File: src/rtl/qspi_pkg.sv
// Shared types and constants for the QSPI flash reader: FSM encoding and flash opcodes.
package qspi_pkg;

  typedef enum logic [2:0] {
    ST_IDLE   = 3'd0,
    ST_CMD    = 3'd1,
    ST_ADDR   = 3'd2,
    ST_MODE   = 3'd3,
    ST_DUMMY  = 3'd4,
    ST_DATA   = 3'd5,
    ST_RESP   = 3'd6,
    ST_CSHOLD = 3'd7
  } state_t;

  localparam logic [7:0] CMD_READ  = 8'h03;
  localparam logic [7:0] CMD_QREAD = 8'hEB;
  localparam logic [7:0] MODE_BITS = 8'h00;

endpackage

File: src/rtl/qspi_sclk_gen.sv
// SPI mode-0 clock generator: SCLK idles low while disabled, toggles every CLK_DIV cycles when enabled.
module qspi_sclk_gen #(
  parameter int CLK_DIV = 2
) (
  input  logic ACLK,
  input  logic ARESET,
  input  logic en,
  output logic sclk,
  output logic rise,
  output logic fall
);

  localparam int CW = (CLK_DIV > 1) ? $clog2(CLK_DIV) : 1;

  logic [CW-1:0] cnt;
  logic          tick;

  // rise/fall flag the edge on which sclk is about to change, so the FSM acts in step with it
  assign tick = en && (cnt == CW'(CLK_DIV - 1));
  assign rise = tick && !sclk;
  assign fall = tick && sclk;

  always_ff @(posedge ACLK) begin
    if (ARESET || !en) begin
      cnt  <= '0;
      sclk <= 1'b0;
    end else if (tick) begin
      cnt  <= '0;
      sclk <= ~sclk;
    end else begin
      cnt <= cnt + 1'b1;
    end
  end

endmodule

File: src/rtl/qspi_flash_reader.sv
// AXI4-Lite read-only slave turning each AR request into one SPI flash read.
// Define QSPI_QUAD_EN for quad I/O fast read (EBh); otherwise single-lane read (03h).
module qspi_flash_reader
  import qspi_pkg::*;
#(
  parameter int ADDR_SIZE    = 24,
  parameter int DATA_SIZE    = 32,
  parameter int CLK_DIV      = 2,
  parameter int DUMMY_CYCLES = 4,
  parameter int CS_HIGH_MIN  = 2
) (
  input  logic                 ACLK,
  input  logic                 ARESET,
  input  logic [ADDR_SIZE-1:0] araddr,
  input  logic                 arvalid,
  output logic                 arready,
  output logic [DATA_SIZE-1:0] rdata,
  output logic [1:0]           rresp,
  output logic                 rvalid,
  input  logic                 rready,
  output logic                 spi_sclk,
  output logic                 spi_cs_n,
  output logic [3:0]           io_out,
  output logic [3:0]           io_oe,
  input  logic [3:0]           io_in,
  output logic [2:0]           state_dbg
);

`ifdef QSPI_QUAD_EN
  localparam bit QUAD = 1'b1;
`else
  localparam bit QUAD = 1'b0;
`endif

  localparam int         ADDR_LEN = QUAD ? ADDR_SIZE / 4 : ADDR_SIZE;
  localparam int         DATA_LEN = QUAD ? DATA_SIZE / 4 : DATA_SIZE;
  localparam logic [7:0] CMD_BYTE = QUAD ? CMD_QREAD : CMD_READ;
  localparam int         TX_W     = 8 + ADDR_SIZE + 8;
  localparam int         CNT_W    = $clog2(ADDR_SIZE + DATA_SIZE + DUMMY_CYCLES + 8);
  localparam int         CSC_W    = $clog2(CS_HIGH_MIN + 2);

  state_t               state, next_state;
  logic                 sclk_en, rise, fall, handshake, phase_last;
  logic [TX_W-1:0]      tx_sr, tx_next;
  logic [DATA_SIZE-1:0] rx_sr, rx_next, rx_swapped;
  logic [CNT_W-1:0]     bit_cnt;
  logic [CSC_W-1:0]     cs_cnt;

  qspi_sclk_gen #(.CLK_DIV(CLK_DIV)) u_sclk (
    .ACLK   (ACLK),
    .ARESET (ARESET),
    .en     (sclk_en),
    .sclk   (spi_sclk),
    .rise   (rise),
    .fall   (fall)
  );

  assign rresp     = 2'b00;
  assign handshake = (state == ST_IDLE) && arvalid && arready;
  // Command bits always go out one per SCLK; later quad fields move a nibble per SCLK
  assign tx_next   = (QUAD && state != ST_CMD) ? {tx_sr[TX_W-5:0], 4'h0} : {tx_sr[TX_W-2:0], 1'b0};

`ifdef QSPI_QUAD_EN
  assign rx_next = {rx_sr[DATA_SIZE-5:0], io_in};
`else
  logic unused_io;
  assign rx_next   = {rx_sr[DATA_SIZE-2:0], io_in[1]};
  assign unused_io = ^{io_in[3:2], io_in[0]};
`endif

  // First flash byte arrives in the top of rx_sr but belongs in rdata[7:0]
  always_comb begin
    rx_swapped = '0;
    for (int k = 0; k < DATA_SIZE / 8; k++)
      rx_swapped[8*k +: 8] = rx_sr[DATA_SIZE-1-8*k -: 8];
  end

  always_comb begin
    phase_last = 1'b0;
    case (state)
      ST_CMD:   phase_last = (bit_cnt == CNT_W'(7));
      ST_ADDR:  phase_last = (bit_cnt == CNT_W'(ADDR_LEN - 1));
      ST_MODE:  phase_last = (bit_cnt == CNT_W'(1));
      ST_DUMMY: phase_last = (bit_cnt == CNT_W'(DUMMY_CYCLES - 1));
      ST_DATA:  phase_last = (bit_cnt == CNT_W'(DATA_LEN - 1));
      default:  phase_last = 1'b0;
    endcase
  end

  always_ff @(posedge ACLK) begin
    if (ARESET) state <= ST_IDLE;
    else        state <= next_state;
  end

  // Phases advance on the SCLK fall that closes their last bit
  always_comb begin
    next_state = state;
    case (state)
      ST_IDLE:   if (handshake) next_state = ST_CMD;
      ST_CMD:    if (fall && phase_last) next_state = ST_ADDR;
      ST_ADDR:   if (fall && phase_last) next_state = QUAD ? ST_MODE : ST_DATA;
      ST_MODE:   if (fall && phase_last) next_state = (DUMMY_CYCLES == 0) ? ST_DATA : ST_DUMMY;
      ST_DUMMY:  if (fall && phase_last) next_state = ST_DATA;
      ST_DATA:   if (fall && phase_last) next_state = ST_RESP;
      ST_RESP:   if (rready) next_state = ST_CSHOLD;
      ST_CSHOLD: if (cs_cnt >= CSC_W'(CS_HIGH_MIN)) next_state = ST_IDLE;
      default:   next_state = ST_IDLE;
    endcase
  end

  always_comb begin
    sclk_en   = state inside {ST_CMD, ST_ADDR, ST_MODE, ST_DUMMY, ST_DATA};
    io_oe     = 4'b1101;
    io_out    = 4'b1100;
    state_dbg = state;
    case (state)
      ST_CMD:   io_out = {3'b110, tx_sr[TX_W-1]};
      ST_ADDR: begin
        io_oe  = QUAD ? 4'b1111 : 4'b1101;
        io_out = QUAD ? tx_sr[TX_W-1 -: 4] : {3'b110, tx_sr[TX_W-1]};
      end
      ST_MODE: begin
        io_oe  = 4'b1111;
        io_out = tx_sr[TX_W-1 -: 4];
      end
      ST_DUMMY: io_oe = 4'b0000;
      ST_DATA:  io_oe = QUAD ? 4'b0000 : 4'b1101;
      default: ;
    endcase
  end

  // cs_cnt counts cycles with cs_n high, starting at 1 in the first high cycle
  always_ff @(posedge ACLK) begin
    if (ARESET) begin
      arready  <= 1'b0;
      rvalid   <= 1'b0;
      rdata    <= '0;
      spi_cs_n <= 1'b1;
      tx_sr    <= '0;
      rx_sr    <= '0;
      bit_cnt  <= '0;
      cs_cnt   <= '0;
    end else begin
      arready <= (next_state == ST_IDLE);
      if (state != next_state) bit_cnt <= '0;
      else if (fall)           bit_cnt <= bit_cnt + 1'b1;
      if (handshake) begin
        tx_sr    <= {CMD_BYTE, araddr, MODE_BITS};
        spi_cs_n <= 1'b0;
      end else if (fall && (state inside {ST_CMD, ST_ADDR, ST_MODE})) begin
        tx_sr <= tx_next;
      end
      if (rise && state == ST_DATA) rx_sr <= rx_next;
      if (state == ST_DATA && next_state == ST_RESP) begin
        rvalid   <= 1'b1;
        spi_cs_n <= 1'b1;
        rdata    <= rx_swapped;
        cs_cnt   <= CSC_W'(1);
      end else if (spi_cs_n && cs_cnt != '1) begin
        cs_cnt <= cs_cnt + 1'b1;
      end
      if (state == ST_RESP && rready) rvalid <= 1'b0;
    end
  end

endmodule

File: config.mk
export PLATFORM = sky130hd
export DESIGN_NAME = qspi_flash_reader
export DESIGN_NICKNAME = d
export VERILOG_FILES = /design/src/rtl/qspi_pkg.sv /design/src/rtl/qspi_sclk_gen.sv /design/src/rtl/qspi_flash_reader.sv
export SDC_FILE = /design/constraint.sdc
export NUM_CORES = 1
export LEC_CHECK = 0
export BUFFER_PORTS_ARGS = -buffer_cell sky130_fd_sc_hd__buf_2
export CAP_MARGIN = 10
export CELL_PAD_IN_SITES_DETAIL_PLACEMENT = 0
export CELL_PAD_IN_SITES_GLOBAL_PLACEMENT = 1
export CORE_UTILIZATION = 40
export DETAILED_ROUTE_END_ITERATION = 10
export PLACE_DENSITY = 0.8
export SYNTH_ARGS = -nofsm -noshare
export SYNTH_HDL_FRONTEND = slang
export SYNTH_SLANG_ARGS = --single-unit
File: constraint.sdc
create_clock -name ACLK -period 6.5 [get_ports ACLK]
set_input_delay 0.325 -clock ACLK [delete_from_list [all_inputs] [get_ports ACLK]]
set_output_delay 0.325 -clock ACLK [all_outputs]
set_load 0.03 [all_outputs]
# After elaboration in Yosys (flattened, before gate mapping)
# Cells that the tools add are included.
dict set report word_totals {
  ff_bits 113
  latchBits 0
  ramBits 0
  rom_bits 0
  in_bits 32
  output_inout_bits 49
  word_cells 75
  mem_count 0
}
dict set report classes {
  add_sub_neg 3
  multipliers 0
  div_mod_pow 0
  n_lt_le_gt_ge 1
  n_eq_ne 15
  shifts 0
  n_mux 15
  bitwise_logic 1
  n_reduce_logical 27
}
# cell count
set op_table {}
lappend op_table {{$mux W34} 2}
lappend op_table {{$mux W3} 7}
lappend op_table {{$pmux W3 S7} 1}
lappend op_table {{$pmux W4 S2} 2}
lappend op_table {{$eq A3 B3 Y1 const B} 5}
lappend op_table {{$eq A7 B5 Y1 const B} 2}
lappend op_table {{$reduce_or A2 Y1} 7}
lappend op_table {{$logic_and A1 B1 Y1} 11}
lappend op_table {{$add A7 B1 Y7 const B} 1}
lappend op_table {{$eq A7 B1 Y1 const B} 1}
lappend op_table {{$eq A7 B2 Y1 const B} 1}
lappend op_table {{$eq A7 B3 Y1 const B} 1}
lappend op_table {{$eq A3 B2 Y1 const B} 2}
lappend op_table {{$logic_not A3 Y1} 2}
lappend op_table {{$pmux W1 S5} 1}
lappend op_table {{$reduce_bool A5 Y1} 1}
lappend op_table {{$reduce_bool A2 Y1} 2}
lappend op_table {{$eq A3 B1 Y1 const B} 1}
lappend op_table {{$ne A3 B3 Y1} 1}
lappend op_table {{$reduce_bool A3 Y1} 1}
lappend op_table {{$add A2 B1 Y2 const B} 1}
lappend op_table {{$ge A2 B2 Y1 const B} 1}
lappend op_table {{$logic_not A1 Y1} 2}
lappend op_table {{$mux W1} 2}
lappend op_table {{other kinds (4)} 4}

# Depth between registers and ports, before layout
# Gate-level depths: netlist of run 1.
dict set report depth {
  ltp_word 10
  ltp_mapped 11
  ltp_nobuf 8
}

# By module
# From an unflattened synthesis of run 1, not the netlist that was laid out.
dict set report unflattened {
  cells_unflattened 591
  hier_area_um2 4943.5
}
# module n_inst cells_each area_per_inst_um2 seq_area_each_um2
set by_module_without_submodules {}
lappend by_module_without_submodules {qspi_flash_reader 1 582 4865.9 2222.1}
lappend by_module_without_submodules {qspi_sclk_gen 1 9 77.6 40.0}

# Worst setup path after synthesis of run 1
# Ideal clock, no wire load.
dict set report synth_path {
  kind {reg-to-reg}
  from {register state[1], in the netlist state_dbg[1]}
  to {register rdata[7]}
  setup_ns 0.117
  arrival_ns 2.734
  t_required_ns 6.383
  slack_ns 3.649
  stages_incl_launch_ff 12
  n_path_buf 3
  period_less_slack_ns 2.851
  path_cell_list {dfxtp_1 > buf_6 > clkbuf_1 > inv_2 > ha_1 > nor2b_1 > o21ai_1 > or2_4 > nor4_4 > a21oi_2 > buf_6 > a22o_1}
}
dict set report synth_between {
  elab_chain_len 9
  word_cells_on_any_way 26
  classes_between {eq/ne: 8; mux: 9; reduce/logical: 9}
}
# item line_no
set synth_rtl {}
lappend synth_rtl {{start, declared} qspi_flash_reader.sv:42} ;# state_t state, next_state;
lappend synth_rtl {{start signal, assigned} qspi_flash_reader.sv:92} ;# else state <= next_state;
lappend synth_rtl {{$eq A3 B1 Y1 (tied with other cells)} {qspi_flash_reader.sv:80, qspi_flash_reader.sv:98, qspi_flash_reader.sv:112}}
lappend synth_rtl {{$reduce_bool A5 Y1} qspi_flash_reader.sv:112} ;# sclk_en = state inside {ST_CMD, ST_ADDR, ST_MODE, ST_DUMMY, ST_DATA};
lappend synth_rtl {{$logic_and A1 B1 Y1} qspi_sclk_gen.sv:19} ;# assign tick = en && (cnt == CW'(CLK_DIV - 1));
lappend synth_rtl {{$logic_and A1 B1 Y1} qspi_sclk_gen.sv:21} ;# assign fall = tick && sclk;
lappend synth_rtl {{$logic_and A1 B1 Y1} n/a}
lappend synth_rtl {{$mux W3, on equally long branches} n/a}
lappend synth_rtl {{$pmux W3 S7} qspi_flash_reader.sv:98} ;# case (state)
lappend synth_rtl {{$eq A3 B3 Y1} qspi_flash_reader.sv:154} ;# if (state == ST_DATA && next_state == ST_RESP) begin
lappend synth_rtl {{$logic_and A1 B1 Y1 (*)} qspi_flash_reader.sv:154}
lappend synth_rtl {{end signal, assigned} qspi_flash_reader.sv:157} ;# rdata <= rx_swapped;
lappend synth_rtl {{end, declared} qspi_flash_reader.sv:17} ;# output logic [DATA_SIZE-1:0] rdata,
# Every way passes the cells marked *; elsewhere a longest branch is shown, timed or not.
# A chain may end at the register's enable or synchronous reset.

# Worst setup path in the final report of run 1
dict set report layout_path {
  from {register state[1], in the netlist state_dbg[1]}
  to {register arready}
}
dict set report layout_between {
  elab_chain_len 8
  word_cells_on_any_way 25
  classes_between {eq/ne: 7; mux: 9; reduce/logical: 9}
}
# item line_no
set layout_rtl {}
lappend layout_rtl {{$eq A3 B1 Y1 (tied with other cells)} {qspi_flash_reader.sv:80, qspi_flash_reader.sv:98, qspi_flash_reader.sv:112}}
lappend layout_rtl {{$reduce_bool A5 Y1} qspi_flash_reader.sv:112}
lappend layout_rtl {{$logic_and A1 B1 Y1} qspi_sclk_gen.sv:19}
lappend layout_rtl {{$logic_and A1 B1 Y1} qspi_sclk_gen.sv:21}
lappend layout_rtl {{$logic_and A1 B1 Y1} n/a}
lappend layout_rtl {{$mux W3, on equally long branches} n/a}
lappend layout_rtl {{$pmux W3 S7 (*)} qspi_flash_reader.sv:98}
lappend layout_rtl {{$logic_not A3 Y1 (*)} qspi_flash_reader.sv:144} ;# arready <= (next_state == ST_IDLE);
lappend layout_rtl {{end signal, assigned} qspi_flash_reader.sv:144}
lappend layout_rtl {{end, declared} qspi_flash_reader.sv:16} ;# output logic arready,
# Marks and branches as above.

==> metrics.txt, run 1 <==
# TYPE chip_impl_metric gauge
chip_impl_info{name="status",value="finished clean"} 1
chip_impl_metric{name="finalPower",unit="mW"} 1.76
chip_impl_info{name="r2r-end",value="arready$_SDFF_PP0_"} 1
chip_impl_metric{name="worstSkewPairLatency",unit="ns"} 0.40
chip_impl_metric{name="antennaDiodeCount",unit=""} 0
chip_impl_metric{name="skew",unit="ns"} 0.00821
chip_impl_metric{name="slew-limit-headroom",unit=""} 0.291
chip_impl_metric{name="via_per_inst",unit=""} 5.18
chip_impl_metric{name="combPwrFrac",unit=""} 0.084
chip_impl_metric{name="synth_sequential_area_ratio",unit=""} 0.494
chip_impl_metric{name="ys_async_sr_fraction",unit=""} 0
chip_impl_metric{name="worst_path_largest_cell_delay",unit="ns"} 0.77
chip_impl_metric{name="cp_data_arrival_time",unit="ns"} 3.33
chip_impl_metric{name="core-area",unit="sq um"} 11000
chip_impl_metric{name="power.sequential.fraction",unit=""} 0.435
chip_impl_metric{name="final.hold.worst_slack",unit="ns"} 0.172
chip_impl_metric{name="clock.fmax",unit="MHz"} 325
chip_impl_metric{name="number_of_flops_mapped_to_enable_cells_by_yosys",unit=""} 0
chip_impl_metric{name="core.rowCount",unit=""} 38
chip_impl_metric{name="final_util",unit=""} 0.501
chip_impl_info{name="cts-root-buf",value="clkbuf_16"} 1
chip_impl_metric{name="finalSetupViolCount",unit=""} 0
chip_impl_metric{name="fin_nets",unit=""} 619
chip_impl_metric{name="routed_wirelength",unit="microns"} 9780
chip_impl_metric{name="ys_seq_elements",unit=""} 113
chip_impl_metric{name="antenna_found_initial",unit=""} 0
chip_impl_metric{name="grt_first_pass_wirelength",unit="microns"} 16000
chip_impl_metric{name="die_area",unit="sq um"} 11900
chip_impl_metric{name="post-route-period-util",unit=""} 0.473
chip_impl_info{name="min_path_type",value="in -> reg"} 1
chip_impl_metric{name="synth_cells",unit=""} 524
chip_impl_metric{name="area_growth_syn_to_layout",unit="%"} 20.2
chip_impl_metric{name="dr_total_vias",unit=""} 3807
chip_impl_metric{name="io_buffers",unit=""} 75
chip_impl_info{name="rsz0062_at_grt",value="false"} 1
chip_impl_metric{name="power_switching_share",unit=""} 0.254
chip_impl_metric{name="pin_count",unit=""} 81
chip_impl_metric{name="first_pass_iters",unit=""} 5
chip_impl_metric{name="finalCriticalPeriod",unit="ns"} 3.08
chip_impl_metric{name="post-cts-setup-buffer-count",unit=""} 0
chip_impl_metric{name="setup.reg_to_reg.worst_slack",unit="ns"} 3.42
chip_impl_metric{name="die_height",unit="microns"} 109
chip_impl_info{name="startpoint_type",value="flip-flop"} 1
chip_impl_metric{name="proportion_of_layout_cells_with_a_drive_suffix_above_1",unit=""} 0.202
chip_impl_metric{name="cts_hold_repair.buffers",unit=""} 0
chip_impl_metric{name="worst_r2r_path_depth",unit=""} 8
chip_impl_metric{name="tightest_slew",unit="ns"} 1.06
chip_impl_metric{name="warnings_from_yosys",unit=""} 0
chip_impl_info{name="min_to",value="tx_sr[8]$_SDFFE_PP0P_"} 1
chip_impl_metric{name="detail_route.drc_violations",unit=""} 0
chip_impl_metric{name="layout.cell_area.non_filler",unit="sq um"} 5510
chip_impl_metric{name="post_detailed_placement_half_perimeter_wirelength",unit="microns"} 6040
chip_impl_metric{name="clock_pin_transition_on_the_worst_setup_and_hold_timing_paths",unit="ns"} 0.05
chip_impl_metric{name="cts_htree_levels",unit=""} 4
chip_impl_metric{name="final_antenna_net_count",unit=""} 0
chip_impl_metric{name="num_cts_buffers",unit=""} 17
chip_impl_metric{name="initial_core_utilization",unit=""} 0.417
chip_impl_metric{name="grt_start_max_net_pins",unit=""} 71
chip_impl_metric{name="post_cts.resized_instances",unit=""} 0
chip_impl_info{name="crit_path_end_kind",value="flip-flop"} 1
chip_impl_metric{name="internal_power",unit="mW"} 1.32
chip_impl_metric{name="wl_per_cell",unit="microns"} 13.3
chip_impl_metric{name="clkPwrFrac",unit=""} 0.481
chip_impl_info{name="path_class",value="reg -> reg"} 1
chip_impl_metric{name="switchingPower",unit="mW"} 0.447
chip_impl_info{name="cts_tree",value="done"} 1
chip_impl_metric{name="crit_fanout",unit=""} 20
chip_impl_metric{name="irDropWorstVdd",unit="mV"} 0.190
chip_impl_metric{name="cp_data_required_time",unit="ns"} 6.75
chip_impl_metric{name="final.setup.tns",unit="ns"} 0
chip_impl_metric{name="number_of_failing_hold_endpoints_at_the_final_stage",unit=""} 0
chip_impl_info{name="path_cells",value="inv_2, ha_1, nor2_1, a31oi_1, a2111oi_1, o311ai_1, a22oi_1, nor4b_1"} 1
chip_impl_info{name="critical_path_slowest_stage_cell",value="dfxtp_1"} 1
chip_impl_metric{name="power_density",unit="nW/um^2"} 320
chip_impl_metric{name="die_w",unit="microns"} 109
chip_impl_metric{name="grt_pass1_vias",unit=""} 3348
chip_impl_metric{name="drt_iter0_markers",unit=""} 218
chip_impl_metric{name="timing_max_transition_violations_final",unit=""} 0
chip_impl_metric{name="gp_congestion",unit=""} 0.834
chip_impl_metric{name="leakage",unit="nW"} 2.10
chip_impl_metric{name="synth_area_per_cell",unit="sq um"} 8.74
chip_impl_info{name="min-delay-start",value="araddr[0]"} 1
chip_impl_metric{name="drv.max_cap_violation_count",unit=""} 0
chip_impl_metric{name="globalRouteOverflowTotal",unit=""} 0
chip_impl_metric{name="cts-root-to-sink-buffers",unit=""} 2
chip_impl_metric{name="globalRouteTotalUtil",unit=""} 0.172
chip_impl_metric{name="min_delay_path_depth",unit=""} 3
chip_impl_info{name="r2r_start",value="state_dbg[1]$_SDFF_PP0_"} 1
chip_impl_metric{name="synthesis.area",unit="sq um"} 4580
chip_impl_metric{name="post_dp_cell_area",unit="sq um"} 4960
chip_impl_metric{name="synth_cell_types",unit=""} 50
chip_impl_metric{name="clock-sinks",unit=""} 113
chip_impl_info{name="synthFlopType",value="dfxtp_1"} 1
flip-flops by register name, summed over array words and instances, names as in the netlist:
| signal | cells |
|---|---|
| rvalid | 1 |
| bit_cnt | 7 |
| tx_sr | 32 |
| u_sclk.sclk | 1 |
| spi_cs_n | 1 |
| rdata | 32 |
| state_dbg | 3 |
| rx_sr | 32 |
| arready | 1 |
| cs_cnt | 2 |
| u_sclk.cnt | 1 |
cells by family (layout without fill, tap and decap cells):
| kind of cell | after synthesis | after routing | synth area share |
|---|---|---|---|
| simple gates | 219 | 219 | 0.215 |
| compound gates | 125 | 125 | 0.195 |
| flops | 113 | 113 | 0.494 |
| buf+inv | 47 | 117 | 0.0549 |
| xor+xnor | 12 | 12 | 0.0229 |
| fa+ha+maj | 4 | 4 | 0.0109 |
| mux | 3 | 3 | 0.00656 |
| other cells | 1 | 2 | 0.000819 |
how the worst max path moves through the flow:
stage / startpoint / end
floorplan: state_dbg[1]$_SDFF_PP0_ / rdata[7]$_SDFFE_PP0P_
global placement: state_dbg[1]$_SDFF_PP0_ / cs_cnt[0]$_SDFFE_PP0P_
detailed placement: state_dbg[1]$_SDFF_PP0_ / cs_cnt[0]$_SDFFE_PP0P_
CTS: state_dbg[1]$_SDFF_PP0_ / cs_cnt[0]$_SDFFE_PP0P_
global route: state_dbg[1]$_SDFF_PP0_ / rdata[18]$_SDFFE_PP0P_
finish: state_dbg[1]$_SDFF_PP0_ / arready$_SDFF_PP0_
metrics by stage:
stage | cells | setup slack (ns)
3_3_place_gp | 704 | 3.54
3_5_place_dp | 704 | 3.47
4_1_cts | 735 | 3.44
6_report | 735 | 3.42
5_1_grt | 735 | 3.19
2_1_floorplan | 525 | 3.65
power groups by stage:
stage	clock, mW	combinational, mW	sequential, mW
after floorplan	0	0.110	0.779
after global placement	0	0.143	0.780
after detailed placement	0	0.148	0.781
after CTS	0.865	0.149	0.767
after global routing	0.900	0.166	0.773
final	0.847	0.148	0.767
worst max-delay path: cells and delay by family (launching register included):
| family | cells | cell delay [ns] |
|---|---|---|
| buffers and inverters | 1 | 0.17 |
| flip-flops | 1 | 0.77 |
| AND/OR/NAND/NOR | 2 | 0.26 |
| adder cells (fa/ha/maj) | 1 | 0.40 |
| AO/OA/AOI/OAI | 4 | 1.33 |
per-layer routing:
layer	track usage	wire, microns	vias up
met5	0	0	-
met2	0.265	4480	85
met4	0.0589	90	0
met3	0.0496	423	6
li1	-	-	1949
met1	0.228	4790	1767
cells in the mapped netlist, drive strengths merged (2+ instances only):
master,count,area [sq um]
a211oi,2,15.0
a21oi,46,234
a22o,32,280
a22oi,2,15.0
a311oi,24,210
a31oi,3,18.8
and2,4,25.0
buf,12,120
clkbuf,30,113
dfxtp,113,2260
ha,4,50.1
inv,5,18.8
mux2i,3,30.0
nand2,138,518
nand3,9,45.0
nand3b,2,15.0
nor2,28,105
nor2b,5,31.3
nor3,13,65.1
nor3b,3,22.5
nor4,4,55.1
o21a,2,15.0
o21ai,3,15.0
o21bai,2,15.0
o311ai,2,17.5
o31ai,2,15.0
or3,4,30.0
xnor2,8,70.1
xor2,4,35.0
layout make-up:
class | instances | area [sq um]
fillers | 1046 | 5480
clock inverters | 12 | 113
repair buffers | 81 | 420
inverters | 5 | 18.8
flip-flops and latches | 113 | 2260
multi-input cells | 365 | 2090
well taps | 140 | 175
clock buffers | 19 | 433
cells in the final DEF (no fill, tap or decap), types with 3 or more instances in the layout:
| cell type | synthesis | final |
|---|---|---|
| or3_1 | 3 | 3 |
| nand2_1 | 138 | 138 |
| a31oi_1 | 3 | 3 |
| a22o_1 | 32 | 32 |
| a311oi_1 | 24 | 24 |
| buf_2 | 0 | 75 |
| nor3_1 | 13 | 12 |
| and2_1 | 4 | 4 |
| clkinv_2 | 0 | 3 |
| ha_1 | 4 | 4 |
| xnor2_1 | 8 | 8 |
| xor2_1 | 4 | 4 |
| clkbuf_16 | 0 | 17 |
| inv_1 | 3 | 3 |
| buf_4 | 4 | 6 |
| mux2i_1 | 3 | 3 |
| clkinv_4 | 0 | 4 |
| nor2b_1 | 5 | 5 |
| nand3_1 | 9 | 8 |
| dfxtp_1 | 113 | 113 |
| nor2_1 | 28 | 28 |
| a21oi_1 | 45 | 45 |
Note: power is estimated with default switching activity, not from simulation.
==> run 2: changes to the inputs <==
--- a/config.mk
+++ b/config.mk
@@ -9,9 +9,9 @@
 export CAP_MARGIN = 10
 export CELL_PAD_IN_SITES_DETAIL_PLACEMENT = 0
 export CELL_PAD_IN_SITES_GLOBAL_PLACEMENT = 1
-export CORE_UTILIZATION = 40
+export CORE_UTILIZATION = 37
 export DETAILED_ROUTE_END_ITERATION = 10
-export PLACE_DENSITY = 0.8
+export PLACE_DENSITY = 0.78
 export SYNTH_ARGS = -nofsm -noshare
 export SYNTH_HDL_FRONTEND = slang
 export SYNTH_SLANG_ARGS = --single-unit
==> constraint.sdc (replaced) <==
create_clock -name ACLK -period 2.75 [get_ports ACLK]
set_input_delay 0.1375 -clock ACLK [delete_from_list [all_inputs] [get_ports ACLK]]
set_output_delay 0.1375 -clock ACLK [all_outputs]
set_load 0.03 [all_outputs]
==> metrics.txt, run 2 (synthesis gave the netlist of run 1 again) <==
# TYPE chip_impl_metric gauge
chip_impl_info{name="status",value="finished clean"} 1
chip_impl_info{name="path_cells",value="buf_4, or3b_1, a21o_1, a2111oi_1, o311ai_1, a22oi_1, nor4b_1"} 1
chip_impl_metric{name="initial_core_utilization",unit=""} 0.380
chip_impl_info{name="r2r-end",value="arready$_SDFF_PP0_"} 1
chip_impl_info{name="layout_commonest_cell",value="nand2_1"} 1
chip_impl_metric{name="multi_input_area",unit="sq um"} 2100
chip_impl_metric{name="grt_start_max_net_pins",unit=""} 48
chip_impl_info{name="min_to",value="tx_sr[24]$_SDFFE_PP0P_"} 1
chip_impl_metric{name="finalPower",unit="mW"} 4.29
chip_impl_metric{name="post_dp_cell_area",unit="sq um"} 5080
chip_impl_metric{name="routed_wirelength",unit="microns"} 10100
chip_impl_metric{name="clock-sinks",unit=""} 113
chip_impl_metric{name="finalSetupViolCount",unit=""} 0
chip_impl_metric{name="drv.max_cap_violation_count",unit=""} 0
chip_impl_metric{name="cp_data_required_time",unit="ns"} 3.01
chip_impl_info{name="crit_path_end_kind",value="flip-flop"} 1
chip_impl_metric{name="min_delay_path_depth",unit=""} 3
chip_impl_info{name="cts-root-buf",value="clkbuf_16"} 1
chip_impl_metric{name="placedCellCount",unit=""} 740
chip_impl_metric{name="area_growth_syn_to_layout",unit="%"} 24.1
chip_impl_metric{name="met2_length",unit="microns"} 4560
chip_impl_metric{name="pin_count",unit=""} 81
chip_impl_metric{name="detail_route.drc_violations",unit=""} 0
chip_impl_metric{name="cp_data_arrival_time",unit="ns"} 2.92
chip_impl_metric{name="skew",unit="ns"} 0.00687
chip_impl_metric{name="final-seq-area",unit="sq um"} 2260
chip_impl_info{name="regs_by_ff_count",value="rdata x32, rx_sr x32, tx_sr x32"} 1
chip_impl_metric{name="die_area",unit="sq um"} 12800
chip_impl_metric{name="grt_pass1_vias",unit=""} 3477
chip_impl_info{name="path_class",value="reg -> reg"} 1
chip_impl_metric{name="timing.final.ws_setup",unit="ns"} 0.0905
chip_impl_metric{name="worst_r2r_path_depth",unit=""} 7
chip_impl_metric{name="clock.fmax",unit="MHz"} 376
chip_impl_metric{name="crit_fanout",unit=""} 15
chip_impl_metric{name="worstSkewPairLatency",unit="ns"} 0.41
chip_impl_metric{name="detail_route.wirelength.met1",unit="microns"} 4830
chip_impl_metric{name="num_cts_buffers",unit=""} 17
chip_impl_info{name="min_path_type",value="in -> reg"} 1
chip_impl_metric{name="power_density",unit="nW/um^2"} 755
chip_impl_metric{name="final_antenna_net_count",unit=""} 0
chip_impl_info{name="r2r_start",value="state_dbg[1]$_SDFF_PP0_"} 1
chip_impl_info{name="startpoint_type",value="flip-flop"} 1
chip_impl_metric{name="proportion_of_layout_cells_with_a_drive_suffix_above_1",unit=""} 0.215
chip_impl_metric{name="globalRouteTotalUtil",unit=""} 0.162
chip_impl_metric{name="gp_congestion",unit=""} 0.879
chip_impl_metric{name="worst_path_largest_cell_delay",unit="ns"} 0.53
chip_impl_metric{name="die_w",unit="microns"} 113
chip_impl_metric{name="grt_first_pass_wirelength",unit="microns"} 16400
chip_impl_metric{name="timing_max_transition_violations_final",unit=""} 0
chip_impl_metric{name="cts-root-to-sink-buffers",unit=""} 2
chip_impl_metric{name="post-route-period-util",unit=""} 0.967
chip_impl_metric{name="final.hold.worst_slack",unit="ns"} 0.0133
chip_impl_metric{name="setup.reg_to_reg.worst_slack",unit="ns"} 0.09
chip_impl_metric{name="clock_pin_transition_on_the_worst_setup_and_hold_timing_paths",unit="ns"} 0.05
chip_impl_info{name="cts_tree",value="done"} 1
chip_impl_metric{name="post_detailed_placement_half_perimeter_wirelength",unit="microns"} 6350
chip_impl_metric{name="core.rowCount",unit=""} 40
chip_impl_metric{name="tightest_slew",unit="ns"} 0.612
chip_impl_metric{name="leakage",unit="nW"} 2.17
chip_impl_info{name="mostFrequentLayoutCells",value="nand2_1 (138), dfxtp_1 (113), buf_2 (75)"} 1
chip_impl_metric{name="dr_total_vias",unit=""} 3896
chip_impl_info{name="critical_path_slowest_stage_cell",value="a2111oi_1"} 1
chip_impl_metric{name="layout.cell_area.non_filler",unit="sq um"} 5690
chip_impl_metric{name="finalCriticalPeriod",unit="ns"} 2.66
chip_impl_info{name="min-delay-start",value="araddr[16]"} 1
chip_impl_metric{name="irDropWorstVdd",unit="mV"} 0.374
chip_impl_metric{name="stdcell_count",unit=""} 774
chip_impl_metric{name="core-area",unit="sq um"} 12100
chip_impl_metric{name="number_of_failing_hold_endpoints_at_the_final_stage",unit=""} 0
chip_impl_metric{name="fin_nets",unit=""} 629
chip_impl_metric{name="post-place-ws",unit="ns"} 0.186
chip_impl_metric{name="first_pass_iters",unit=""} 4
chip_impl_info{name="rsz0062_at_grt",value="true"} 1
chip_impl_metric{name="cts_htree_levels",unit=""} 4
chip_impl_metric{name="antenna_found_initial",unit=""} 0
chip_impl_metric{name="wl_per_cell",unit="microns"} 13.0
chip_impl_metric{name="drt_iter0_markers",unit=""} 225
chip_impl_metric{name="globalRouteOverflowTotal",unit=""} 0
chip_impl_metric{name="die_height",unit="microns"} 113
chip_impl_info{name="route.top_layer_used",value="met4"} 1
chip_impl_metric{name="slew-limit-headroom",unit=""} 0.589
chip_impl_metric{name="io_buffers",unit=""} 75
chip_impl_metric{name="layout.filler_cells",unit=""} 1219
chip_impl_metric{name="wl_met3",unit="microns"} 530
chip_impl_metric{name="via_per_inst",unit=""} 5.03
chip_impl_metric{name="post-cts-setup-buffer-count",unit=""} 0
chip_impl_metric{name="antennaDiodeCount",unit=""} 0
## run 2: layer usage
layer  track usage  vias up
met5             0        -
met3        0.0578       14
met1         0.208     1808
li1              -     1969
met2         0.247      105
met4        0.0693        0
## run 2: worst max-delay path by stage
stage,start,end,slack [ns],depth (start not counted)
detailed placement,state_dbg[1]$_SDFF_PP0_,arready$_SDFF_PP0_,0.19,7
CTS,state_dbg[1]$_SDFF_PP0_,arready$_SDFF_PP0_,0.17,7
floorplan,state_dbg[1]$_SDFF_PP0_,rdata[7]$_SDFFE_PP0P_,0.04,11
global placement,state_dbg[1]$_SDFF_PP0_,arready$_SDFF_PP0_,0.24,7
finish,state_dbg[1]$_SDFF_PP0_,arready$_SDFF_PP0_,0.09,7
global route,state_dbg[1]$_SDFF_PP0_,arready$_SDFF_PP0_,-0.003,8
## run 2: what timing repair did
item	CTS	global route
resized for setup	0	2
hold buffers	2	0
endpoints found under the setup margin	0	3
hold endpoints to repair	2	0
## run 2: power by group
part           switching, mW  total [mW]  internal (mW)
Combinational          0.245       0.399          0.154
Sequential            0.0600        1.80           1.74
Clock                  0.768        2.10           1.33
Total                   1.07        4.29           3.22
## run 2: layout make-up
cell class | count | share of cell area
well taps | 168 | 0.0370
inverters | 5 | 0.00330
multi-input cells | 365 | 0.369
clock buffers | 19 | 0.0761
clock inverters | 13 | 0.0242
repair buffers | 91 | 0.0924
flip-flops and latches | 113 | 0.398
## run 2: stage by stage
stage               setup TNS, ns   util
finish                          0  0.471
detailed placement              0  0.421
floorplan                       0      -
global route             -0.00345  0.471
CTS                             0  0.470
global placement                0  0.421
## run 2: worst max-delay path: cells and delay by family, from the launching register on
kind	cells	cell delay, ns
AND/OR/NAND/NOR	2	0.53
buffers and inverters	1	0.25
AO/OA/AOI/OAI	4	1.29
flip-flops	1	0.45
==> run 3: changes to the inputs <==
--- a/config.mk
+++ b/config.mk
@@ -9,9 +9,10 @@
 export CAP_MARGIN = 10
 export CELL_PAD_IN_SITES_DETAIL_PLACEMENT = 0
 export CELL_PAD_IN_SITES_GLOBAL_PLACEMENT = 1
-export CORE_UTILIZATION = 37
+export CORE_UTILIZATION = 38
 export DETAILED_ROUTE_END_ITERATION = 10
-export PLACE_DENSITY = 0.78
+export PLACE_DENSITY = 0.8
 export SYNTH_ARGS = -nofsm -noshare
 export SYNTH_HDL_FRONTEND = slang
+export SYNTH_HIERARCHICAL = 1
 export SYNTH_SLANG_ARGS = --single-unit
==> metrics.txt, run 3 <==
# TYPE chip_impl_metric gauge
chip_impl_info{name="status",value="finished clean"} 1
chip_impl_metric{name="number_of_failing_hold_endpoints_at_the_final_stage",unit=""} 0
chip_impl_metric{name="cts_htree_levels",unit=""} 4
chip_impl_metric{name="timing_max_transition_violations_final",unit=""} 0
chip_impl_metric{name="worstSkewPairLatency",unit="ns"} 0.41
chip_impl_metric{name="synth_top_area_share",unit=""} 0.458
chip_impl_info{name="synthFlopType",value="dfxtp_1"} 1
chip_impl_metric{name="finalSetupViolCount",unit=""} 0
chip_impl_metric{name="proportion_of_layout_cells_with_a_drive_suffix_above_1",unit=""} 0.194
chip_impl_metric{name="irDropWorstVdd",unit="mV"} 0.352
chip_impl_metric{name="post-route-period-util",unit=""} 0.951
chip_impl_metric{name="synthesis.area",unit="sq um"} 4940
chip_impl_metric{name="ys_async_sr_fraction",unit=""} 0
chip_impl_metric{name="detail_route.wirelength.met1",unit="microns"} 5040
chip_impl_info{name="cp_top_family",value="simple AND/OR/NAND/NOR gates"} 1
chip_impl_metric{name="routed_wirelength",unit="microns"} 10600
chip_impl_info{name="layout_commonest_cell",value="nand2_1"} 1
chip_impl_metric{name="clock-sinks",unit=""} 113
chip_impl_metric{name="warnings_from_yosys",unit=""} 6
chip_impl_info{name="min_path_type",value="in -> reg"} 1
chip_impl_metric{name="synth_cell_types",unit=""} 51
chip_impl_metric{name="placedCellCount",unit=""} 804
chip_impl_metric{name="first_pass_iters",unit=""} 4
chip_impl_metric{name="finalCriticalPeriod",unit="ns"} 2.61
chip_impl_metric{name="multi_input_area",unit="sq um"} 2460
chip_impl_metric{name="detail_route.drc_violations",unit=""} 0
chip_impl_metric{name="core-area",unit="sq um"} 12700
chip_impl_metric{name="globalRouteOverflowTotal",unit=""} 0
chip_impl_info{name="synthTopCellsByCount",value="nand2_1 (139), dfxtp_1 (113), nand2b_1 (67)"} 1
chip_impl_metric{name="die_height",unit="microns"} 116
chip_impl_metric{name="antennaDiodeCount",unit=""} 0
chip_impl_metric{name="met2_length",unit="microns"} 5140
chip_impl_metric{name="final_antenna_net_count",unit=""} 0
chip_impl_info{name="route.top_layer_used",value="met4"} 1
chip_impl_info{name="rsz0062_at_grt",value="false"} 1
chip_impl_metric{name="slew-limit-headroom",unit=""} 0.239
chip_impl_metric{name="stdcell_count",unit=""} 849
chip_impl_metric{name="leakage",unit="nW"} 2.29
chip_impl_metric{name="drt_iter0_markers",unit=""} 246
chip_impl_metric{name="timing.final.ws_setup",unit="ns"} 0.136
chip_impl_metric{name="wl_met3",unit="microns"} 384
chip_impl_metric{name="grt_pass1_vias",unit=""} 3825
chip_impl_info{name="cts_tree",value="done"} 1
chip_impl_metric{name="initial_core_utilization",unit=""} 0.390
chip_impl_metric{name="final_util",unit=""} 0.487
chip_impl_info{name="critical_path_slowest_stage_cell",value="or4_1"} 1
chip_impl_metric{name="worst_r2r_path_depth",unit=""} 8
chip_impl_metric{name="core.rowCount",unit=""} 41
chip_impl_info{name="path_class",value="reg -> reg"} 1
chip_impl_metric{name="die_w",unit="microns"} 116
chip_impl_metric{name="cp_data_required_time",unit="ns"} 3.09
chip_impl_info{name="r2r_start",value="state_dbg[1]$_SDFF_PP0_"} 1
chip_impl_metric{name="via_per_inst",unit=""} 4.84
chip_impl_info{name="yosysTopAreaCell",value="dfxtp_1"} 1
chip_impl_metric{name="clock_pin_transition_on_the_worst_setup_and_hold_timing_paths",unit="ns"} 0.05
chip_impl_metric{name="synth_sequential_area_ratio",unit=""} 0.458
chip_impl_metric{name="post-place-ws",unit="ns"} 0.245
chip_impl_metric{name="number_of_flops_mapped_to_enable_cells_by_yosys",unit=""} 0
chip_impl_metric{name="worst_path_largest_cell_delay",unit="ns"} 0.48
chip_impl_metric{name="synth_cells",unit=""} 591
chip_impl_metric{name="wl_per_cell",unit="microns"} 12.5
chip_impl_metric{name="post_dp_cell_area",unit="sq um"} 5450
chip_impl_metric{name="clock.fmax",unit="MHz"} 383
chip_impl_info{name="regs_by_ff_count",value="rdata x32, rx_sr x32, tx_sr x32"} 1
chip_impl_metric{name="num_cts_buffers",unit=""} 17
chip_impl_metric{name="crit_fanout",unit=""} 16
chip_impl_metric{name="ys_seq_elements",unit=""} 113
chip_impl_metric{name="grt_start_max_net_pins",unit=""} 77
chip_impl_metric{name="antenna_found_initial",unit=""} 0
chip_impl_metric{name="synth_area_per_cell",unit="sq um"} 8.36
chip_impl_metric{name="fin_nets",unit=""} 701
chip_impl_metric{name="final.hold.worst_slack",unit="ns"} 0.0139
chip_impl_metric{name="pin_count",unit=""} 81
chip_impl_metric{name="area_growth_syn_to_layout",unit="%"} 24.9
chip_impl_metric{name="drv.max_cap_violation_count",unit=""} 0
chip_impl_metric{name="globalRouteTotalUtil",unit=""} 0.168
chip_impl_metric{name="buf_inv_stages_crit_path",unit=""} 3
chip_impl_metric{name="layout.cell_area.non_filler",unit="sq um"} 6170
chip_impl_info{name="synthMostInstantiatedCell",value="nand2_1"} 1
chip_impl_info{name="mostFrequentLayoutCells",value="nand2_1 (139), dfxtp_1 (110), buf_2 (74)"} 1
chip_impl_info{name="path_cells",value="inv_1, ha_1, or4_1, a221o_1, nor3_4, buf_4, buf_8, mux2i_1"} 1
chip_impl_info{name="crit_path_end_kind",value="flip-flop"} 1
chip_impl_info{name="synth_top_cells_by_area",value="dfxtp_1 (46%), nand2_1 (11%), nand2b_1 (8.5%)"} 1
chip_impl_metric{name="grt_first_pass_wirelength",unit="microns"} 17500
chip_impl_metric{name="dr_total_vias",unit=""} 4109
chip_impl_metric{name="final.setup.tns",unit="ns"} 0
chip_impl_metric{name="skew",unit="ns"} 0.00776
chip_impl_metric{name="final-seq-area",unit="sq um"} 2270
chip_impl_metric{name="post_detailed_placement_half_perimeter_wirelength",unit="microns"} 6510
chip_impl_metric{name="cts-root-to-sink-buffers",unit=""} 2
chip_impl_metric{name="gp_congestion",unit=""} 0.766
chip_impl_info{name="min-delay-start",value="araddr[12]"} 1
chip_impl_metric{name="min_delay_path_depth",unit=""} 3
chip_impl_metric{name="io_buffers",unit=""} 75
chip_impl_info{name="startpoint_type",value="flip-flop"} 1
chip_impl_info{name="r2r-end",value="rdata[13]$_SDFFE_PP0P_"} 1
chip_impl_metric{name="finalPower",unit="mW"} 4.21
chip_impl_info{name="min_to",value="tx_sr[20]$_SDFFE_PP0P_"} 1
chip_impl_metric{name="cp_data_arrival_time",unit="ns"} 2.95
chip_impl_metric{name="setup.reg_to_reg.worst_slack",unit="ns"} 0.14
chip_impl_metric{name="tightest_slew",unit="ns"} 1.14
chip_impl_metric{name="layout.filler_cells",unit=""} 1255
chip_impl_metric{name="die_area",unit="sq um"} 13500
chip_impl_info{name="cts-root-buf",value="clkbuf_16"} 1
chip_impl_metric{name="power_density",unit="nW/um^2"} 682
[run 3: layer usage]
| metal | track usage | vias to the layer above |
|---|---|---|
| met1 | 0.196 | 1909 |
| met2 | 0.279 | 68 |
| met5 | 0 | - |
| met4 | 0.0795 | 0 |
| li1 | - | 2122 |
| met3 | 0.0533 | 10 |
[run 3: worst register-to-register path, cell delays in order (launching register included)]
cell     delay (ns)
dfxtp_4        0.38
inv_1          0.10
ha_1           0.36
or4_1          0.48
a221o_1        0.39
nor3_4         0.22
buf_4          0.19
buf_8          0.21
mux2i_1        0.21
[run 3: final cells by class]
class                           instances  share of cell area
Clock buffer                           21              0.0746
Clock inverter                         11              0.0182
Inverter                                4             0.00243
Multi-Input combinational cell        426               0.398
Sequential cell                       113               0.367
Tap cell                              172              0.0349
Timing Repair Buffer                  102               0.105
[run 3: worst max-delay path by stage]
stage,from,slack [ns],end,depth (start not counted)
final,state_dbg[1]$_SDFF_PP0_,0.14,rdata[13]$_SDFFE_PP0P_,8
after CTS,state_dbg[1]$_SDFF_PP0_,0.20,rdata[6]$_SDFFE_PP0P_,7
after global routing,state_dbg[2]$_SDFF_PP0_,0.02,rdata[0]$_SDFFE_PP0P_,10
after global placement,state_dbg[1]$_SDFF_PP0_,0.31,rdata[18]$_SDFFE_PP0P_,7
after detailed placement,state_dbg[1]$_SDFF_PP0_,0.24,rdata[0]$_SDFFE_PP0P_,7
after floorplan,state_dbg[1]$_SDFF_PP0_,0.009,arready$_SDFF_PP0_,8
[run 3: repair_timing]
item	4_1_cts	5_1_grt
endpoints found under the setup margin	0	12
setup buffers	0	1
endpoints found under the hold margin	10	0
resized for setup	0	4
hold buffers	10	0
[run 3: cell families after synthesis]
logic type,Yosys count,share of synthesized area
simple gates,284,0.270
flops,113,0.458
compound gates,92,0.124
buf+inv,53,0.0504
xor+xnor,10,0.0177
other cells,1,0.000759
fa+ha+maj,5,0.0127
mux,33,0.0668
[run 3: where the power goes]
part / total, mW / internal (mW) / switching (mW)
combinational: 0.340 / 0.147 / 0.193
sequential: 1.77 / 1.71 / 0.0523
clock: 2.10 / 1.37 / 0.737
